==> src/rtl/axis_packet_merger_if.sv <==
// AXI-Stream bundle shared by the packet merger's input and output sides.
interface axis_packet_merger_if #(
  parameter int unsigned DATA_WIDTH = 16,
  parameter int unsigned KEEP_WIDTH = 2,
  parameter int unsigned ID_WIDTH   = 1,
  parameter int unsigned DEST_WIDTH = 1,
  parameter int unsigned USER_WIDTH = 1
);
  logic [DATA_WIDTH-1:0] tdata;
  logic [KEEP_WIDTH-1:0] tkeep;
  logic                  tvalid;
  logic                  tready;
  logic                  tlast;
  logic [ID_WIDTH-1:0]   tid;
  logic [DEST_WIDTH-1:0] tdest;
  logic [USER_WIDTH-1:0] tuser;

  modport master (output tdata, tkeep, tvalid, tlast, tid, tdest, tuser, input tready);
  modport slave  (input tdata, tkeep, tvalid, tlast, tid, tdest, tuser, output tready);
endinterface

==> src/rtl/axis_packet_merger.sv <==
// Gathers pckt_count input packets of pckt_size beats into one output packet,
// stripping inner tlast markers and flagging length mismatches.
module axis_packet_merger #(
  parameter int unsigned DATA_WIDTH  = 16,
  parameter bit          KEEP_ENABLE = (DATA_WIDTH > 8),
  parameter int unsigned KEEP_WIDTH  = KEEP_ENABLE ? (DATA_WIDTH + 7) / 8 : 1,
  parameter bit          ID_ENABLE   = 1'b0,
  parameter int unsigned ID_WIDTH    = ID_ENABLE ? 8 : 1,
  parameter bit          DEST_ENABLE = 1'b0,
  parameter int unsigned DEST_WIDTH  = DEST_ENABLE ? 8 : 1,
  parameter bit          USER_ENABLE = 1'b0,
  parameter int unsigned USER_WIDTH  = USER_ENABLE ? 8 : 1,
  parameter int unsigned PCKT_WIDTH  = 32,
  parameter int unsigned CNT_WIDTH   = 16,
  parameter bit          ALLOW_LOCKS = 1'b1,
  parameter bit          CHECK_TLAST = 1'b1
) (
  input  logic                  clk,
  input  logic                  rst_n,
  input  logic                  operation_start,
  input  logic [PCKT_WIDTH-1:0] pckt_size,
  input  logic [CNT_WIDTH-1:0]  pckt_count,
  input  logic                  lock,
  input  logic                  external_error,
  output logic                  operation_busy,
  output logic                  operation_complete,
  output logic                  operation_error,
  output logic                  transmission,
  axis_packet_merger_if.slave   s_axis,
  axis_packet_merger_if.master  m_axis
);

  // Payload layout: {tlast, tuser, tdest, tid, tkeep, tdata}
  localparam int unsigned KEEP_LO = DATA_WIDTH;
  localparam int unsigned ID_LO   = KEEP_LO + KEEP_WIDTH;
  localparam int unsigned DEST_LO = ID_LO + ID_WIDTH;
  localparam int unsigned USER_LO = DEST_LO + DEST_WIDTH;
  localparam int unsigned LAST_BIT = USER_LO + USER_WIDTH;
  localparam int unsigned PAY_W   = LAST_BIT + 1;

  typedef enum logic [1:0] {ST_IDLE, ST_OPER, ST_END, ST_ERR} state_e;

  state_e                state_q, state_d;
  logic [PCKT_WIDTH-1:0] size_q, size_d, beat_cnt_q, beat_cnt_d;
  logic [CNT_WIDTH-1:0]  count_q, count_d, pkt_cnt_q, pkt_cnt_d;
  logic                  busy_q, busy_d, complete_q, complete_d;
  logic                  error_q, error_d, xmit_q, xmit_d;
  logic [PAY_W-1:0]      out_pay_q, out_pay_d, tmp_pay_q, tmp_pay_d;
  logic                  out_valid_q, out_valid_d, tmp_valid_q, tmp_valid_d;

  logic             lock_c, s_ready_c, accept_c;
  logic             last_beat_c, last_pkt_c, tlast_err_c;
  logic [PAY_W-1:0] in_pay_c;

  assign lock_c      = ALLOW_LOCKS && lock;
  assign s_ready_c   = busy_q && !tmp_valid_q && !lock_c;
  assign accept_c    = s_axis.tvalid && s_ready_c;
  assign last_beat_c = (beat_cnt_q == size_q - PCKT_WIDTH'(1));
  assign last_pkt_c  = (pkt_cnt_q == count_q - CNT_WIDTH'(1));
  assign tlast_err_c = CHECK_TLAST && (s_axis.tlast != last_beat_c);

  // A tlast mismatch closes the output packet on the offending beat.
  assign in_pay_c = {(last_beat_c && last_pkt_c) || tlast_err_c,
                     USER_ENABLE ? s_axis.tuser : USER_WIDTH'(0),
                     DEST_ENABLE ? s_axis.tdest : DEST_WIDTH'(0),
                     ID_ENABLE   ? s_axis.tid   : ID_WIDTH'(0),
                     KEEP_ENABLE ? s_axis.tkeep : {KEEP_WIDTH{1'b1}},
                     s_axis.tdata};

  // Control FSM and beat/packet counters
  always_comb begin
    state_d    = state_q;
    size_d     = size_q;
    count_d    = count_q;
    beat_cnt_d = beat_cnt_q;
    pkt_cnt_d  = pkt_cnt_q;
    unique case (state_q)
      ST_IDLE, ST_END: begin
        if (state_q == ST_END) state_d = ST_IDLE;
        // Lock holds IDLE; END is a single-cycle pulse and is never held.
        if (operation_start && !(lock_c && state_q == ST_IDLE)) begin
          size_d     = pckt_size;
          count_d    = pckt_count;
          beat_cnt_d = '0;
          pkt_cnt_d  = '0;
          state_d    = (pckt_size == '0 || pckt_count == '0) ? ST_ERR : ST_OPER;
        end
      end
      ST_OPER: begin
        if (accept_c) begin
          if (tlast_err_c) begin
            state_d = ST_ERR;
          end else if (last_beat_c) begin
            beat_cnt_d = '0;
            pkt_cnt_d  = pkt_cnt_q + CNT_WIDTH'(1);
            if (last_pkt_c) state_d = ST_END;
          end else begin
            beat_cnt_d = beat_cnt_q + PCKT_WIDTH'(1);
          end
        end
      end
      ST_ERR:  state_d = ST_IDLE;
      default: state_d = ST_IDLE;
    endcase
    if (external_error) state_d = ST_ERR;
    busy_d     = (state_d == ST_OPER);
    complete_d = (state_d == ST_END);
    error_d    = (state_d == ST_ERR);
  end

  // Two-entry skid: output register plus one overflow slot
  always_comb begin
    out_pay_d   = out_pay_q;
    out_valid_d = out_valid_q;
    tmp_pay_d   = tmp_pay_q;
    tmp_valid_d = tmp_valid_q;
    if (accept_c) begin
      if (!out_valid_q || m_axis.tready) begin
        out_pay_d   = in_pay_c;
        out_valid_d = 1'b1;
      end else begin
        tmp_pay_d   = in_pay_c;
        tmp_valid_d = 1'b1;
      end
    end else if (out_valid_q && m_axis.tready) begin
      if (tmp_valid_q) begin
        out_pay_d   = tmp_pay_q;
        tmp_valid_d = 1'b0;
      end else begin
        out_valid_d = 1'b0;
      end
    end
    xmit_d = out_valid_q && m_axis.tready;
  end

  always_ff @(posedge clk or negedge rst_n) begin
    if (!rst_n) begin
      state_q     <= ST_IDLE;
      size_q      <= '0;
      count_q     <= '0;
      beat_cnt_q  <= '0;
      pkt_cnt_q   <= '0;
      busy_q      <= 1'b0;
      complete_q  <= 1'b0;
      error_q     <= 1'b0;
      xmit_q      <= 1'b0;
      out_pay_q   <= '0;
      out_valid_q <= 1'b0;
      tmp_pay_q   <= '0;
      tmp_valid_q <= 1'b0;
    end else begin
      state_q     <= state_d;
      size_q      <= size_d;
      count_q     <= count_d;
      beat_cnt_q  <= beat_cnt_d;
      pkt_cnt_q   <= pkt_cnt_d;
      busy_q      <= busy_d;
      complete_q  <= complete_d;
      error_q     <= error_d;
      xmit_q      <= xmit_d;
      out_pay_q   <= out_pay_d;
      out_valid_q <= out_valid_d;
      tmp_pay_q   <= tmp_pay_d;
      tmp_valid_q <= tmp_valid_d;
    end
  end

  assign operation_busy     = busy_q;
  assign operation_complete = complete_q;
  assign operation_error    = error_q;
  assign transmission       = xmit_q;

  assign s_axis.tready = s_ready_c;
  assign m_axis.tvalid = out_valid_q;
  assign m_axis.tdata  = out_pay_q[DATA_WIDTH-1:0];
  assign m_axis.tkeep  = out_pay_q[ID_LO-1:KEEP_LO];
  assign m_axis.tid    = out_pay_q[DEST_LO-1:ID_LO];
  assign m_axis.tdest  = out_pay_q[USER_LO-1:DEST_LO];
  assign m_axis.tuser  = out_pay_q[LAST_BIT-1:USER_LO];
  assign m_axis.tlast  = out_pay_q[LAST_BIT];

endmodule
==> src/flat_wrapper.sv <==
// flat-port wrapper written by rule: the top's interface ports become plain ports
module axis_packet_merger_flat 
#(
  parameter int unsigned DATA_WIDTH  = 16,
  parameter bit          KEEP_ENABLE = (DATA_WIDTH > 8),
  parameter int unsigned KEEP_WIDTH  = KEEP_ENABLE ? (DATA_WIDTH + 7) / 8 : 1,
  parameter bit          ID_ENABLE   = 1'b0,
  parameter int unsigned ID_WIDTH    = ID_ENABLE ? 8 : 1,
  parameter bit          DEST_ENABLE = 1'b0,
  parameter int unsigned DEST_WIDTH  = DEST_ENABLE ? 8 : 1,
  parameter bit          USER_ENABLE = 1'b0,
  parameter int unsigned USER_WIDTH  = USER_ENABLE ? 8 : 1,
  parameter int unsigned PCKT_WIDTH  = 32,
  parameter int unsigned CNT_WIDTH   = 16,
  parameter bit          ALLOW_LOCKS = 1'b1,
  parameter bit          CHECK_TLAST = 1'b1
)
  (clk, rst_n, operation_start, pckt_size, pckt_count, lock, external_error, operation_busy, operation_complete, operation_error, transmission, s_axis_tdata, s_axis_tkeep, s_axis_tvalid, s_axis_tlast, s_axis_tid, s_axis_tdest, s_axis_tuser, s_axis_tready, m_axis_tdata, m_axis_tkeep, m_axis_tvalid, m_axis_tlast, m_axis_tid, m_axis_tdest, m_axis_tuser, m_axis_tready);
  axis_packet_merger_if #(.DATA_WIDTH(DATA_WIDTH), .KEEP_WIDTH(KEEP_WIDTH), .ID_WIDTH(ID_WIDTH), .DEST_WIDTH(DEST_WIDTH), .USER_WIDTH(USER_WIDTH)) s_axis_i ();
  axis_packet_merger_if #(.DATA_WIDTH(DATA_WIDTH), .KEEP_WIDTH(KEEP_WIDTH), .ID_WIDTH(ID_WIDTH), .DEST_WIDTH(DEST_WIDTH), .USER_WIDTH(USER_WIDTH)) m_axis_i ();
  input  logic clk;
  input  logic rst_n;
  input  logic operation_start;
  input  logic [PCKT_WIDTH-1:0] pckt_size;
  input  logic [CNT_WIDTH-1:0] pckt_count;
  input  logic lock;
  input  logic external_error;
  output logic operation_busy;
  output logic operation_complete;
  output logic operation_error;
  output logic transmission;
  input wire logic [$bits(s_axis_i.tdata)-1:0] s_axis_tdata;
  input wire logic [$bits(s_axis_i.tkeep)-1:0] s_axis_tkeep;
  input wire logic [$bits(s_axis_i.tvalid)-1:0] s_axis_tvalid;
  input wire logic [$bits(s_axis_i.tlast)-1:0] s_axis_tlast;
  input wire logic [$bits(s_axis_i.tid)-1:0] s_axis_tid;
  input wire logic [$bits(s_axis_i.tdest)-1:0] s_axis_tdest;
  input wire logic [$bits(s_axis_i.tuser)-1:0] s_axis_tuser;
  output wire logic [$bits(s_axis_i.tready)-1:0] s_axis_tready;
  output wire logic [$bits(m_axis_i.tdata)-1:0] m_axis_tdata;
  output wire logic [$bits(m_axis_i.tkeep)-1:0] m_axis_tkeep;
  output wire logic [$bits(m_axis_i.tvalid)-1:0] m_axis_tvalid;
  output wire logic [$bits(m_axis_i.tlast)-1:0] m_axis_tlast;
  output wire logic [$bits(m_axis_i.tid)-1:0] m_axis_tid;
  output wire logic [$bits(m_axis_i.tdest)-1:0] m_axis_tdest;
  output wire logic [$bits(m_axis_i.tuser)-1:0] m_axis_tuser;
  input wire logic [$bits(m_axis_i.tready)-1:0] m_axis_tready;
  assign s_axis_i.tdata = s_axis_tdata;
  assign s_axis_i.tkeep = s_axis_tkeep;
  assign s_axis_i.tvalid = s_axis_tvalid;
  assign s_axis_i.tlast = s_axis_tlast;
  assign s_axis_i.tid = s_axis_tid;
  assign s_axis_i.tdest = s_axis_tdest;
  assign s_axis_i.tuser = s_axis_tuser;
  assign s_axis_tready = s_axis_i.tready;
  assign m_axis_tdata = m_axis_i.tdata;
  assign m_axis_tkeep = m_axis_i.tkeep;
  assign m_axis_tvalid = m_axis_i.tvalid;
  assign m_axis_tlast = m_axis_i.tlast;
  assign m_axis_tid = m_axis_i.tid;
  assign m_axis_tdest = m_axis_i.tdest;
  assign m_axis_tuser = m_axis_i.tuser;
  assign m_axis_i.tready = m_axis_tready;
  axis_packet_merger #(.DATA_WIDTH(DATA_WIDTH), .KEEP_ENABLE(KEEP_ENABLE), .KEEP_WIDTH(KEEP_WIDTH), .ID_ENABLE(ID_ENABLE), .ID_WIDTH(ID_WIDTH), .DEST_ENABLE(DEST_ENABLE), .DEST_WIDTH(DEST_WIDTH), .USER_ENABLE(USER_ENABLE), .USER_WIDTH(USER_WIDTH), .PCKT_WIDTH(PCKT_WIDTH), .CNT_WIDTH(CNT_WIDTH), .ALLOW_LOCKS(ALLOW_LOCKS), .CHECK_TLAST(CHECK_TLAST)) u_core (.clk(clk), .rst_n(rst_n), .operation_start(operation_start), .pckt_size(pckt_size), .pckt_count(pckt_count), .lock(lock), .external_error(external_error), .operation_busy(operation_busy), .operation_complete(operation_complete), .operation_error(operation_error), .transmission(transmission), .s_axis(s_axis_i), .m_axis(m_axis_i));
endmodule
==> config.mk <==
export PLATFORM = sky130hd
export DESIGN_NAME = axis_packet_merger_flat
export DESIGN_NICKNAME = d
export VERILOG_FILES = /design/src/rtl/axis_packet_merger_if.sv /design/src/rtl/axis_packet_merger.sv /design/src/flat_wrapper.sv
export SDC_FILE = /design/constraint.sdc
export NUM_CORES = 1
export LEC_CHECK = 0
export ABC_AREA = 1
export CORE_ASPECT_RATIO = 1.5
export CORE_UTILIZATION = 30
export CTS_CLUSTER_SIZE = 30
export DETAILED_ROUTE_END_ITERATION = 6
export MAX_ROUTING_LAYER = met4
export PLACE_DENSITY = 0.49
export SLEW_MARGIN = 10
export SYNTH_ARGS = -nofsm -noshare
export SYNTH_HDL_FRONTEND = slang
export SYNTH_SLANG_ARGS = --single-unit
==> constraint.sdc <==
create_clock -name clk -period 3.1 [get_ports clk]
set_input_delay 0.775 -clock clk [delete_from_list [all_inputs] [get_ports clk]]
set_output_delay 0.775 -clock clk [all_outputs]
set_load 0.01 [all_outputs]
# --- Yosys cells after proc, flatten, opt, wreduce, memory -nomap -nowiden ---
# Cells that the tools add are included.
# W data, S select, Z words.
totals:
  in_bits: 77
  ff_bits: 145
  out_inout_bits: 28
op_classes:
  n_reduce_logical: 28
  eq_ne: 16
  muxes: 30
  add_sub_neg: 4
  n_bitwise: 1
op_table:
  columns: ["op", "count"]
  rows:
  - ["$mux W32", 4]
  - ["$mux W22", 4]
  - ["$mux W16", 4]
  - ["$pmux W32 S2", 1]
  - ["$add A32 B1 Y32 const B", 1]
  - ["$eq A32 B32 Y1", 1]
  - ["$logic_not A32 Y1", 1]
  - ["$pmux W16 S2", 1]
  - ["$sub A32 B1 Y32 const B", 1]
  - ["$add A16 B1 Y16 const B", 1]
  - ["$eq A16 B16 Y1", 1]
  - ["$logic_not A16 Y1", 1]
  - ["$mux W2", 8]
  - ["$sub A16 B1 Y16 const B", 1]
  - ["$eq A2 B2 Y1 const B", 4]
  - ["$ne A2 B2 Y1 const B", 4]
  - ["$logic_and A1 B1 Y1", 7]
  - ["$mux W1", 7]
  - ["$ne A2 B1 Y1 const B", 3]
  - ["$pmux W2 S3", 1]
  - ["$reduce_and A2 Y1", 3]
  - ["$reduce_and A3 Y1", 2]
  - ["$reduce_bool A2 Y1", 3]
  - ["$reduce_and A5 Y1", 1]
  - ["8 further kinds", 14]

# --- Longest topological paths before layout ---
logic_depth:
  ltp_word: 9
  mapped_depth: 22
  mapped_depth_nobuf: 21

# --- Worst setup path before layout ---
# Ideal clock, no wire load.
synth_path:
  path_kind: "reg-to-reg"
  from: "register u_core.size_q[0]"
  to: "register u_core.pkt_cnt_q[10]"
  synth_period_minus_slack_ns: 2.373
  n_path_buf: 2
  arrival_ns: 2.231
  setup_time_ns: 0.142
  stages_incl_launch_ff: 20
  setup_slack_ns: 0.727
  path_cell_list: "dfrtp_1 inv_1 ha_1 nand2_4 nor2_8 nand2_2 nor2_1 nand2_1 nand2_1 nand2_1 nor2_1 nand2_1 nor2_2 nand3_2 nand2_2 nand2_2 buf_6 buf_2 nand2_1 o31ai_2"
synth_via:
  elab_chain_len: 5
  elab_cells_between_ends: 6
  classes_between: "add/sub: 1; eq/ne: 4; reduce/logical: 1"
synth_lines:
  columns: ["item", "line_no", "source"]
  rows:
  - ["start, declared", "axis_packet_merger.sv:44", "logic [PCKT_WIDTH-1:0] size_q, size_d, beat_cnt_q, beat_cnt_d;"]
  - ["start signal, assigned", "axis_packet_merger.sv:153", "size_q <= size_d;"]
  - ["$sub A32 B1 Y32 (*)", "axis_packet_merger.sv:58", "assign last_beat_c = (beat_cnt_q == size_q - PCKT_WIDTH'(1));"]
  - ["$eq A32 B32 Y1 (*)", "axis_packet_merger.sv:58", null]
  - ["$ne A1 B1 Y1", "axis_packet_merger.sv:60", "assign tlast_err_c = CHECK_TLAST && (s_axis.tlast != last_beat_c);"]
  - ["$ne A2 B2 Y1 (no line)", null, null]
  - ["$reduce_and A5 Y1 (no line) (*)", null, null]
  - ["end signal, assigned", "axis_packet_merger.sv:156", "pkt_cnt_q <= pkt_cnt_d;"]
  - ["end, declared", "axis_packet_merger.sv:45", "logic [CNT_WIDTH-1:0] count_q, count_d, pkt_cnt_q, pkt_cnt_d;"]
# Every way passes the cells marked *; elsewhere a longest branch is shown, timed or not.
# A chain may end at the register's enable or synchronous reset.

# --- Worst setup path after layout ---
layout_path:
  from: "register u_core.size_q[0]"
  to: "register u_core.pkt_cnt_q[5]"
# The elaborated chain is that of the path after synthesis.

==> key figures <==
Clocking
  • Buffers inserted by post-CTS timing repair: 0
  • Cell chosen for the clock root: sky130_fd_sc_hd__clkbuf_16
  • Worst-skew pair later-pin latency: 0.45 ns
  • Clock tree from TritonCTS: built
  • Clock H-tree levels: 4
  • Maximum root-to-sink buffer count: 2
  • Clock-pin slew reported for the worst setup and hold paths after clock tree synthesis: 0.06 ns
  • Num CTS Buffers: 17
  • Clk sinks: 142

Die
  • Overall die width: 147 um
  • Die Ht: 220 um
  • Number of placement rows: 79
  • Floorplan die area: 32400 um^2
  • Core Footprint: 31100 um^2
  • Count of pins on the block boundary: 105
  • Initial core utilization: 0.305

Placed design
  • Post-DP Area: 11000 um^2
  • Count of buffers from port buffering: 98
  • Final HPWL from detailed placement: 23.7 mm
  • Placer congestion estimate: 0.953
  • Number of placed instances, taps included: 1885

Final layout
  • Number of cells in the finished layout apart from fillers: 1917
  • Fillers: 3391
  • Net total in the final layout: 1580
  • Area of the multi-input gates: 5160 um^2
  • Commonest non-fill, non-tap cells in the layout: 513 x sky130_fd_sc_hd__nand2_1, 154 x sky130_fd_sc_hd__nor2_1, 142 x sky130_fd_sc_hd__dfrtp_1
  • Syn-to-layout area delta: 22.1%
  • Number of diodes added for antenna fixing: 0
  • Share of layout cells above drive strength 1: 0.0761
  • Commonest non-fill, non-tap cell in the layout: sky130_fd_sc_hd__nand2_1
  • Summed area of non-filler cells in the final layout: 11600 um^2
  • Sequential Area: 3550 um^2

Drt
  • Sum of routed wire length over all layers: 30.4 mm
  • DRC marker count from the first detailed-route iteration: 349
  • 1st-pass router iterations: 5
  • DRC viols: 0
  • Detailed-route via count: 9122
  • Post-route ant nets: 0
  • Average wire length per cell after detail routing: 15.8 um
  • Via/cell ratio: 4.76

Global route
  • Global-route wire length before repair: 49.1 mm
  • Number of antenna violations at the first check in global routing: 0
  • Remaining global-route overflow: 0
  • Pin count of the biggest net entering global routing: 66
  • Global router's overall resource usage: 0.205
  • Via count of the first global-routing pass: 9471

STA
  • Clock Skews: 0.0114 ns
  • RSZ-0062 raised after global routing: false
  • Maximum clock rate: 357 MHz
  • Measured slew at the worst slew-check pin: 0.659 ns
  • Relative slew slack: 0.561
  • Final Critical Period: 2.80 ns
  • Final period util: 0.903
  • Hold violation count in the final report: 0
  • Fin. max-slew vios: 0
  • Setup TNS: 0 ns
  • Final-report setup violation count: 0

Power
  • Internal power component: 0.00491 W
  • Part of the total power dissipated in combinational logic: 0.388
  • Pwr per Cell Area: 718 nW/um^2
  • Static power due to leakage: 5.52 nW
  • Proportion of power drawn by flip-flops and latches: 0.366
  • Overall power consumption: 0.00834 W
  • Clock network power share: 0.246
  • Maximum VDD drop: 322 uV
  • Net Switching: 0.00343 W
  • Switching fraction of total power: 0.412

Worst setup path
  • Required time reported for the critical path endpoint: 3.43 ns
  • Standard cell with the maximum stage delay on the critical path: sky130_fd_sc_hd__dfrtp_1
  • Critical path, cell by cell: inv_1 > ha_2 > nand2_4 > nor2_8 > nand2_2 > o21bai_1 > nand2_1 > inv_2 > nand2_1 > nor2_1 > nand2_1 > nor2_2 > nand3_2 > nand2_2 > nand2_2 > buf_6 > o21ai_0 > a21oi_1
  • Setup crit start kind: flip-flop
  • Peak fanout along the critical path: 30
  • Arrival time worst endpoint: 3.13 ns
  • Setup Crit Path Kind: flip-flop to flip-flop
  • Slowest cell delay on critical path: 0.38 ns
  • Critical R2R Capture: u_core.pkt_cnt_q[5]
  • Capturing element type of the critical path: flip-flop
  • Reg2reg start: u_core.size_q[0]
  • Register-to-register setup slack: 0.30 ns
  • Number of cells on the worst reg-to-reg path: 18

Min path
  • Worst Hold Class: input pin to async pin

Logic synthesis
  • Yosys warnings: 0
  • Netlist area before placement: 9500 um^2
  • Portion of the post-synthesis area used by sequential elements: 0.374
  • Gate count of the mapped netlist: 1401
  • Post-synthesis sequential element count: 142
  • Distinct cells, synth: 44
  • Mean post-synth cell area: 6.78 um^2

Outcome
  • Status: finished, final reports clean

Run
  • Max capacitance violation total: 0
## state kept, by name, indices dropped and copies added (netlist names)
register                   flops
u_core.beat_cnt_q             32
u_core.count_q                16
u_core.m_axis.tvalid           1
u_core.operation_busy          1
u_core.operation_complete      1
u_core.operation_error         1
u_core.out_pay_q              19
u_core.pkt_cnt_q              16
u_core.size_q                 32
u_core.state_q                 2
u_core.tmp_pay_q              19
u_core.tmp_valid_q             1
u_core.transmission            1
## cells in the mapped netlist (all sizes together)
cell type / count / area (um^2)
nand3b: 8 / 60.1
a21o: 1 / 7.51
ha: 4 / 50.1
xor2: 53 / 464
clkbuf: 30 / 113
nor3: 32 / 160
buf: 21 / 155
nand3: 82 / 440
or2: 2 / 12.5
and3b: 2 / 17.5
a31oi: 20 / 125
o21ai: 46 / 241
nor2: 168 / 699
nand4: 48 / 300
nor4: 20 / 125
conb: 1 / 3.75
and2: 2 / 12.5
o22ai: 1 / 6.26
inv: 143 / 539
nand2: 523 / 2000
a21oi: 13 / 65.1
xnor2: 19 / 166
nor3b: 4 / 35.0
clkinv: 2 / 7.51
dfrtp: 142 / 3550
o21bai: 5 / 37.5
o31ai: 9 / 108
## logic make-up (layout without fill, tap and decap cells)
| kind of cell | count (synthesis) | after routing | share of synthesized area |
|---|---|---|---|
| and+or+nand+nor | 891 | 891 | 0.406 |
| buffers and inverters | 196 | 305 | 0.0857 |
| DFF | 142 | 142 | 0.374 |
| AOI/OAI and AO/OA | 95 | 95 | 0.0621 |
| xor gates and xnor gates | 72 | 72 | 0.0664 |
| adders and majority gates | 4 | 4 | 0.00527 |
| other | 1 | 3 | 0.000395 |
## power by group through the flow
| stage | Combinational (W) | Sequential, W | Clock, W |
|---|---|---|---|
| CTS | 0.00327 | 0.00306 | 0.00210 |
| detailed placement | 0.00326 | 0.00308 | 0 |
| floorplan | 0.00216 | 0.00293 | 0 |
| global placement | 0.00323 | 0.00308 | 0 |
| finish | 0.00324 | 0.00305 | 0.00205 |
| global route | 0.00372 | 0.00314 | 0.00217 |
## layout make-up
type	instances	share of cell area
sequential	142	0.306
inverter	145	0.0471
clock buffer	19	0.0382
clock inverter	13	0.0111
multi-input combinational	1065	0.444
tap	405	0.0437
timing repair buffer	128	0.110
## through the flow
step	util	hold WS, ns	worst slack, ns
6_report	0.373	0.327	0.301
5_1_grt	0.373	0.372	0.00416
4_1_cts	0.373	0.351	0.156
3_5_place_dp	0.354	0.466	0.132
3_3_place_gp	0.354	0.461	0.106
2_1_floorplan	-	0.449	0.727
## critical path: cells and delay by family, from the launching register on
family | cells | cell delay [ns]
AND/OR/NAND/NOR | 11 | 1.24
AO/OA/AOI/OAI | 3 | 0.40
adder cells (fa/ha/maj) | 1 | 0.23
flip-flops | 1 | 0.38
buffers and inverters | 3 | 0.44
## layer usage
layer,vias to the layer above,track usage,routed length (um)
met5,-,-,0
met1,4219,0.203,11500
met4,0,0.123,1700
li1,4658,-,-
met2,173,0.376,16200
met3,72,0.0325,868
## how the worst max path moves through the flow
stage / from / cells after the start / slack [ns] / endpoint
floorplan: u_core.size_q[0] / 19 / 0.73 / u_core.pkt_cnt_q[10]
global placement: pckt_size[17] / 9 / 0.11 / u_core.operation_busy
detailed placement: pckt_size[21] / 9 / 0.13 / u_core.operation_busy
CTS: u_core.size_q[0] / 16 / 0.16 / u_core.pkt_cnt_q[5]
global route: u_core.count_q[2] / 16 / 0.004 / u_core.operation_error
finish: u_core.size_q[0] / 18 / 0.30 / u_core.pkt_cnt_q[5]
## timing repair
action / 4_1_cts / 5_1_grt
resized for setup: 0 / 3
endpoints found under the setup margin: 0 / 17
hold buffers: 0 / 0
(Power assumes the default switching activity.)
